**src/rtl/alu_pkg.sv**
```systemverilog
// Shared ALU definitions: op encodings, default datapath geometry and saturation limits.
package alu_pkg;

   localparam logic OP_ADD = 1'b0;
   localparam logic OP_SUB = 1'b1;

   localparam int unsigned DEF_WIDTH = 64;
   localparam int unsigned DEF_CHUNK = 16;

   // Widest result the saturation helpers can describe; callers truncate to their WIDTH.
   localparam int unsigned SAT_MAX_W = 1024;

   // Largest signed value in w bits: 0 followed by w-1 ones.
   function automatic logic [SAT_MAX_W-1:0] sat_max(input int unsigned w);
      return (SAT_MAX_W'(1) << (w - 1)) - SAT_MAX_W'(1);
   endfunction

   // Most negative signed value in w bits: 1 followed by w-1 zeros.
   function automatic logic [SAT_MAX_W-1:0] sat_min(input int unsigned w);
      return SAT_MAX_W'(1) << (w - 1);
   endfunction

endpackage

```
**src/rtl/addsub_chunk.sv**
```systemverilog
// One CHUNK-bit slice of the add/sub carry chain; purely combinational.
module addsub_chunk #(
   parameter int unsigned CHUNK = 16
) (
   input  logic [CHUNK-1:0] a,
   input  logic [CHUNK-1:0] b,
   input  logic             cin,
   output logic [CHUNK-1:0] sum_c,
   output logic             cout_c,
   output logic             cmsb_c,
   output logic             zero_c
);

   logic [CHUNK:0] full_c;

   assign full_c = {1'b0, a} + {1'b0, b} + (CHUNK+1)'(cin);
   assign sum_c  = full_c[CHUNK-1:0];
   assign cout_c = full_c[CHUNK];
   // Carry into the top bit falls out of the top-bit sum identity.
   assign cmsb_c = a[CHUNK-1] ^ b[CHUNK-1] ^ full_c[CHUNK-1];
   assign zero_c = ~|full_c[CHUNK-1:0];

endmodule

```
**src/rtl/pipe_addsub.sv**
```systemverilog
// Pipelined add/subtract, one CHUNK-bit carry slice per stage, valid/ready on both sides.
// Define ADDSUB_SAT_EN to clamp signed overflow at the final stage.
module pipe_addsub
   import alu_pkg::*;
#(
   parameter int unsigned WIDTH  = DEF_WIDTH,
   parameter int unsigned CHUNK  = DEF_CHUNK,
   parameter int unsigned STAGES = WIDTH / CHUNK
) (
   input  logic             clk,
   input  logic             rst,
   input  logic             in_valid,
   output logic             in_ready,
   input  logic [WIDTH-1:0] a,
   input  logic [WIDTH-1:0] b,
   input  logic             sel,
   output logic             out_valid,
   input  logic             out_ready,
   output logic [WIDTH-1:0] res,
   output logic             cout,
   output logic             ovf,
   output logic             zero
);

   localparam int unsigned LAST = STAGES - 1;

   logic adv_c;
   logic ovf_q;

   // Whole pipeline moves together unless a finished result is waiting.
   assign adv_c    = ~out_valid | out_ready;
   assign in_ready = adv_c;

   for (genvar k = 0; k < STAGES; k++) begin : g_stg
      localparam int unsigned LO = k * CHUNK;

      logic             v_q;
      logic             c_q;
      logic             z_q;
      logic [WIDTH-1:0] acc_q;
      logic [WIDTH-1:0] bx_q;

      logic             vin_c;
      logic             cin_c;
      logic             zin_c;
      logic [WIDTH-1:0] base_c;
      logic [WIDTH-1:0] bsrc_c;
      logic [WIDTH-1:0] acc_c;
      logic [WIDTH-1:0] accfin_c;
      logic [CHUNK-1:0] s_c;
      logic             co_c;
      logic             cm_c;
      logic             zc_c;
      logic             ovf_c;
      logic             zfin_c;

      // acc holds finished sum chunks below LO and untouched a chunks above;
      // bx holds the (inverted for subtract) b chunks still to come, next one at bit 0.
      if (k == 0) begin : g_head
         assign vin_c  = in_valid;
         assign base_c = a;
         assign bsrc_c = (sel == OP_SUB) ? ~b : b;
         assign cin_c  = sel;
         assign zin_c  = 1'b1;
      end else begin : g_body
         assign vin_c  = g_stg[k-1].v_q;
         assign base_c = g_stg[k-1].acc_q;
         assign bsrc_c = g_stg[k-1].bx_q;
         assign cin_c  = g_stg[k-1].c_q;
         assign zin_c  = g_stg[k-1].z_q;
      end

      addsub_chunk #(
         .CHUNK (CHUNK)
      ) u_chunk (
         .a      (base_c[LO +: CHUNK]),
         .b      (bsrc_c[CHUNK-1:0]),
         .cin    (cin_c),
         .sum_c  (s_c),
         .cout_c (co_c),
         .cmsb_c (cm_c),
         .zero_c (zc_c)
      );

      assign ovf_c = cm_c ^ co_c;

      always_comb begin
         acc_c               = base_c;
         acc_c[LO +: CHUNK]  = s_c;
      end

      if (k == LAST) begin : g_tail
`ifdef ADDSUB_SAT_EN
         // Clamp toward the sign of a; both operands share that sign whenever ovf is set.
         always_comb begin
            accfin_c = acc_c;
            zfin_c   = zin_c & zc_c;
            if (ovf_c) begin
               accfin_c = base_c[WIDTH-1] ? WIDTH'(sat_min(WIDTH)) : WIDTH'(sat_max(WIDTH));
               zfin_c   = 1'b0;
            end
         end
`else
         assign accfin_c = acc_c;
         assign zfin_c   = zin_c & zc_c;
`endif
      end else begin : g_pass
         assign accfin_c = acc_c;
         assign zfin_c   = zin_c & zc_c;
      end

      always_ff @(posedge clk) begin
         if (rst) begin
            v_q   <= 1'b0;
            c_q   <= 1'b0;
            z_q   <= 1'b0;
            acc_q <= '0;
         end else if (adv_c) begin
            v_q   <= vin_c;
            c_q   <= co_c;
            z_q   <= zfin_c;
            acc_q <= accfin_c;
         end
      end

      always_ff @(posedge clk) begin
         if (adv_c) begin
            bx_q <= bsrc_c >> CHUNK;
         end
      end
   end

   always_ff @(posedge clk) begin
      if (rst) begin
         ovf_q <= 1'b0;
      end else if (adv_c) begin
         ovf_q <= g_stg[LAST].ovf_c;
      end
   end

   assign out_valid = g_stg[LAST].v_q;
   assign res       = g_stg[LAST].acc_q;
   assign cout      = g_stg[LAST].c_q;
   assign zero      = g_stg[LAST].z_q;
   assign ovf       = ovf_q;

endmodule

```
**config.mk**
```make
export PLATFORM = sky130hd
export DESIGN_NAME = pipe_addsub
export DESIGN_NICKNAME = d
export VERILOG_FILES = /design/src/rtl/alu_pkg.sv /design/src/rtl/addsub_chunk.sv /design/src/rtl/pipe_addsub.sv
export SDC_FILE = /design/constraint.sdc
export NUM_CORES = 1
export LEC_CHECK = 0
export ABC_AREA = 1
export CAP_MARGIN = 10
export CORE_ASPECT_RATIO = 1.75
export CORE_MARGIN = 10
export CORE_UTILIZATION = 51
export CTS_CLUSTER_DIAMETER = 80
export DETAILED_ROUTE_END_ITERATION = 12
export PLACE_DENSITY = 0.76
export SKIP_CTS_REPAIR_TIMING = 1
export SKIP_LAST_GASP = 1
export SLEW_MARGIN = 40
export SYNTH_ARGS = -nofsm -noshare
export SYNTH_HDL_FRONTEND = slang
export SYNTH_SLANG_ARGS = --single-unit
```
**constraint.sdc**
```tcl
create_clock -name clk -period 6.85 [get_ports clk]
set_input_delay 1.7125 -clock clk [delete_from_list [all_inputs] [get_ports clk]]
set_output_delay 1.7125 -clock clk [all_outputs]
set_load 0.01 [all_outputs]
```
==> flow_metrics.py, run 1 <==
metrics = {
    "routing": {
        "drt_wl_total_mm": 40.8,
        "drc": 0,
        "detail_route.wl_per_cell_um": 15.2,
        "vias": 13700,
        "dr.pass1.iters": 6,
        "vias_per_cell": 5.11,
        "ant_nets": 0,
        "drt_iter0_drc": 866,
    },
    "floorplan": {
        "die_h_um": 260,
        "core_area_mm2": 0.0323,
        "start_util": 0.518,
        "ios": 202,
        "dieArea_mm2": 0.0408,
        "num_rows": 87,
        "die_x_um": 157,
    },
    "synth": {
        "synth_area_mm2": 0.0167,
        "synth_compound_gate_area_share": 0.120,
        "ys_seq_area_frac": 0.494,
        "synth_seq_cells": 365,
        "syn_nets": 2305,
        "synth-edff-count": 96,
        "ys_warn_count": 0,
        "synthTopCellsByArea": "dfxtp_1, edfxtp_1, nor2_1",
        "syn_inst": 2105,
        "synth_adder_area_share": 0.0532,
        "synthXorXnorAreaFrac": 0.0387,
        "synth.distinct_cells": 35,
        "synth_top_area_frac": 0.322,
        "synth_ff_type": "dfxtp_1",
        "synthArstFlopShare": 0,
        "synth_area_per_cell_um2": 7.96,
        "synth_top_area_cell": "dfxtp_1",
        "synthSimpleGateAreaFrac": 0.230,
        "synth_mux_area_frac": 0,
        "synth_top_family_by_area": "simple AND/OR/NAND/NOR gates",
    },
    "setup_path": {
        "r2r_start": "out_valid$_SDFFE_PP0P_",
        "r2r_slack_ps": 3880,
        "critPathLaunchType": "primary input",
        "worst-setup-path-type": "primary input to output port",
        "cp-startpoint": "out_ready",
        "crit_arrival_ps": 3330,
        "worstPathMaxFanout": 82,
        "crit_required_ps": 5140,
        "setup.worst_path.end_class": "output port",
        "r2r_cells": 9,
    },
    "placement": {
        "place.gp.congestion": 0.909,
        "io_buffers": 201,
        "hpwlAfterDp_mm": 30.0,
    },
    "timing": {
        "fin_tns_setup_ps": 0,
        "fmax_mhz": 198,
        "rsz0062_at_grt": "no",
        "relSlewSlack": 0.532,
        "fin_crit_sh": 0.736,
        "setup_viol": 0,
        "finalClockSkew_ps": 10.3,
        "tightest_slew_ps": 702,
        "hold_viol_final": 0,
        "slew_violations": 0,
        "finalCriticalPeriod_ps": 5040,
    },
    "global_route": {
        "grt_pass1_wl_mm": 65.3,
        "antenna_found_initial": 0,
        "globalRouteOverflowTotal": 0,
        "grt_max_degree": 235,
        "grt_pass1_vias": 13000,
        "grt_use_total": 0.194,
    },
    "worst_hold_path": {
        "hold_path.class": "register to register",
        "hold_depth": 0,
        "hold_start": "g_stg[0].bx_q[22]$_DFFE_PP_",
    },
    "power": {
        "p_per_area_mw_per_mm2": 265,
        "p_leak_uw": 0.00981,
        "power_uw": 5310,
        "ir_worst_vdd_mv": 0.201,
    },
    "run": {
        "drv_cap": 0,
    },
    "finish": {
        "nets": 2453,
        "area_delta_synth_final_pct": 19.8,
        "antenna_cells": 0,
        "drive_gt1_frac": 0.0395,
    },
    "clock_tree": {
        "cts.sinks": 365,
        "clock_latency_ps": 570,
        "clk_pin_slew_ps": 60,
        "cts_tree": "built",
        "cts-htree-levels": 1,
        "clockRootBuffer": "clkbuf_16",
        "cts_buffer_depth": 3,
        "cts-buffers-inserted": 31,
    },
    "status": {
        "status": "completed",
    },
}
==> report_power, final <==
| part | internal (uW) | switching, uW |
|---|---|---|
| clock network | 1000 | 769 |
| registers | 2440 | 110 |
| logic | 401 | 586 |
==> synthesized netlist by cell type, types with 3 or more instances <==
cell and number:
o21ai_0 244, nand2_2 13, fa_1 7, a21oi_1 53, buf_2 20, a21oi_2 7, ha_1 60, xnor2_1 5
and2_1 3, edfxtp_1 96, xor2_1 69, nor3_1 3, nand2_1 358, nand4_1 9, inv_1 187, nor2_1 473
buf_1 4, dfxtp_1 269, nor2_2 3, nand3_1 66, nand3b_1 16, clkbuf_1 69, nand3_2 4, o21bai_1 30
o211ai_1 27
==> cell usage in the layout (no fill, tap or decap), types with 2 or more instances in the layout <==
cell and n:
nor2_1 473, nand2_1 358, dfxtp_1 269, o21ai_0 244, clkdlybuf4s50_1 200, inv_1 186, edfxtp_1 96, xor2_1 69
nand3_1 66, ha_1 60, a21oi_1 53, clkbuf_16 34, o21bai_1 30, o211ai_1 27, nand3b_1 16, nand2_2 13
nand4_1 9, a21oi_2 7, fa_1 7, clkbuf_8 6, xnor2_1 5, clkbuf_1 5, clkinv_1 5, nand3_2 4
inv_6 3, nor2_2 3, nor3_1 3, and2_1 3, buf_4 3, clkinvlp_4 2, buf_6 2, buf_16 2
buf_12 2
==> sequential cells by signal (all words and copies together) (netlist names) <==
signal,flops
g_stg.v_q,3
ovf,1
out_valid,1
zero,1
res,64
g_stg.acc_q,192
cout,1
g_stg.z_q,3
g_stg.c_q,3
g_stg.bx_q,96
==> area by class of cell <==
cell class / count / area, um2
clock inverters: 13 / 98.8
multi-input cells: 1459 / 7390
well taps: 400 / 500
inverters: 187 / 714
fillers: 2829 / 12300
clock buffers: 45 / 952
flip-flops and latches: 365 / 8270
repair buffers: 209 / 2140
==> routing by layer <==
layer  track usage  up-vias  routed length, um
met3        0.0281       53               2270
met2         0.337      348              20300
met5             0        -                  0
met4        0.0595        0                982
met1         0.242     6230              17200
li1              -     7054                  -
==> worst paths after layout <==
path,end
max,in_ready
min,g_stg[1].bx_q[6]$_DFFE_PP_
max reg2reg,res[55]$_SDFFE_PP0P_
min reg2reg,g_stg[1].bx_q[6]$_DFFE_PP_
==> cells by family after synthesis <==
kind of cell,count (synthesis)
adder cells (fa/ha/maj),67
flip-flops,365
XOR/XNOR,74
buffers and inverters,281
AND/OR/NAND/NOR,954
AO/OA/AOI/OAI,364
==> worst max-delay path, cell delays in order <==
cell	delay [ps]
clkdlybuf4s50_1	500
nor2_4	70
inv_8	320
clkdlybuf4s50_1	640
==> per-stage QoR <==
step / hold WS (ps) / utilization / area (um2) / worst slack [ps] / std cells
after global placement: 402 / 0.586 / 19000 / 1820 / 2618
after CTS: 416 / 0.620 / 20000 / 1820 / 2677
final: 418 / 0.621 / 20100 / 1810 / 2678
after detailed placement: 405 / 0.587 / 19000 / 1810 / 2619
after floorplan: 400 / - / 16700 / 164 / 2105
after global routing: 423 / 0.621 / 20100 / 1730 / 2678
(Power assumes the default switching activity.)
==> run 2, diff against run 1 <==
- CORE_UTILIZATION: 51 -> 56
- PLACE_DENSITY: 0.76 -> 0.79
- clock period: 6.85 -> 4.85 ns (I/O delays scaled with it)
==> run 2 against run 1 <==
Critical path depth unchanged; design area up 0.23%; via count is 0.91% higher; hold slack got worse by 13 ps; final cell count decreased by 0.41%; clock skew up 3.3 ps; global-route usage grew 2.2 points; sequential share of layout area decreased by 0.095 points; count of clock-buffer cells in the layout is 10 higher; register-to-register slack worse by 1500 ps; power is 42% higher.
==> flow_metrics.py, run 2 (synthesis gave the netlist of run 1 again) <==
metrics = {
    "power": {
        "p_seq_frac": 0.478,
        "combPwrFrac": 0.179,
        "p_sw_frac": 0.270,
        "p_per_area_mw_per_mm2": 374,
        "p_switching_uw": 2030,
        "clkPwrFrac": 0.343,
        "p_leak_uw": 0.00985,
        "internal_power_uw": 5500,
        "ir_worst_vdd_mv": 0.343,
    },
    "finish": {
        "layoutNonFillerInstCount": 2667,
        "largest_reg_flops": 192,
        "largest-register": "g_stg.acc_q",
        "final_common_cell": "nor2_1",
        "drive_gt1_frac": 0.0411,
        "final_cell_mix": "nor2_1, nand2_1, dfxtp_1",
        "antenna_cells": 0,
        "area_delta_synth_final_pct": 20.1,
        "fin_util": 0.684,
        "nets": 2461,
    },
    "floorplan": {
        "core_area_mm2": 0.0294,
        "start_util": 0.570,
        "ios": 202,
        "die_h_um": 249,
        "die_x_um": 151,
        "num_rows": 83,
        "dieArea_mm2": 0.0375,
    },
    "routing": {
        "ant_nets": 0,
        "dr.pass1.iters": 6,
        "drt_iter0_drc": 773,
        "vias": 13800,
        "detail_route.wl_per_cell_um": 15.5,
        "vias_per_cell": 5.18,
        "drc": 0,
        "drt_wl_total_mm": 41.2,
    },
    "timing": {
        "relSlewSlack": 0.531,
        "setup_viol": 0,
        "fmax_mhz": 258,
        "slew_violations": 0,
        "holdWs_ps": 405,
        "finalCriticalPeriod_ps": 3880,
        "hold_viol_final": 0,
        "tightest_slew_ps": 703,
        "finalClockSkew_ps": 13.6,
        "fin_tns_setup_ps": 0,
        "rsz0062_at_grt": "no",
        "fin_crit_sh": 0.799,
    },
    "setup_path": {
        "setup.worst_path.end_class": "output port",
        "worstPathMaxFanout": 49,
        "crit_arrival_ps": 2660,
        "critPathLaunchType": "primary input",
        "worst-setup-path-type": "primary input to output port",
        "crit_required_ps": 3640,
    },
    "global_route": {
        "grt_pass1_wl_mm": 66.7,
        "grt_max_degree": 235,
        "grt_use_total": 0.216,
        "grt_pass1_vias": 13300,
        "globalRouteOverflowTotal": 0,
        "antenna_found_initial": 0,
    },
    "clock_tree": {
        "clock_latency_ps": 520,
        "cts-htree-levels": 2,
        "cts-buffers-inserted": 35,
        "cts_buffer_depth": 3,
        "cts.sinks": 365,
        "clockRootBuffer": "clkbuf_16",
        "clk_pin_slew_ps": 60,
        "cts_tree": "built",
    },
    "run": {
        "drv_cap": 0,
    },
    "placement": {
        "hpwlAfterDp_mm": 30.0,
        "dpl.cell_count": 2604,
        "io_buffers": 201,
        "place.gp.congestion": 0.868,
    },
    "worst_hold_path": {
        "hold_path.class": "register to register",
    },
    "status": {
        "status": "completed",
    },
}
[run 2: path summary, 6_finish.rpt]
check	end	from	depth (start not counted)	slack (ps)
setup / recovery	in_ready	out_ready	4	970
hold / removal	g_stg[1].bx_q[14]$_DFFE_PP_	g_stg[0].bx_q[30]$_DFFE_PP_	0	400
setup reg to reg	ovf$_SDFFE_PP0P_	g_stg[2].c_q$_SDFFE_PP0P_	13	2350
hold reg to reg	g_stg[1].bx_q[14]$_DFFE_PP_	g_stg[0].bx_q[30]$_DFFE_PP_	0	400
[run 2: layout make-up]
class                      instances  area [um2]
clock buffer                      55        1040
clock inverter                     6        36.3
fill                            2497        9270
inverter                         187         714
multi-input combinational       1459        7390
sequential                       365        8270
tap                              382         478
timing repair buffer             213        2180
[run 2: metal layers]
metal  global-route usage  vias to the layer above  routed length (um)
met5                    0                        -                   0
li1                     -                     7096                   -
met4               0.0798                        0                1410
met2                0.396                      317               21800
met3               0.0305                       78                1890
met1                0.242                     6318               16100
[run 2: stage by stage]
step / power [uW] / worst slack, ps / cell area, um2
after floorplan: 4490 / 652 / 16800
after detailed placement: 5010 / 962 / 19000
after global routing: 7930 / 911 / 20100
after CTS: 7610 / 963 / 20100
final: 7530 / 973 / 20100
after global placement: 4970 / 958 / 19000
[run 2: power groups by stage]
| stage | Sequential, uW | Clock (uW) | Combinational, uW |
|---|---|---|---|
| 5_1_grt | 3630 | 2770 | 1530 |
| 2_1_floorplan | 3640 | 0 | 854 |
| 3_3_place_gp | 3650 | 0 | 1310 |
| 4_1_cts | 3600 | 2650 | 1350 |
| 3_5_place_dp | 3670 | 0 | 1340 |
| 6_report | 3600 | 2580 | 1350 |
[run 2: worst max-delay path: stages]
cell	delay, ps
clkdlybuf4s50_1	500
nor2_4	70
inv_8	250
clkdlybuf4s50_1	610
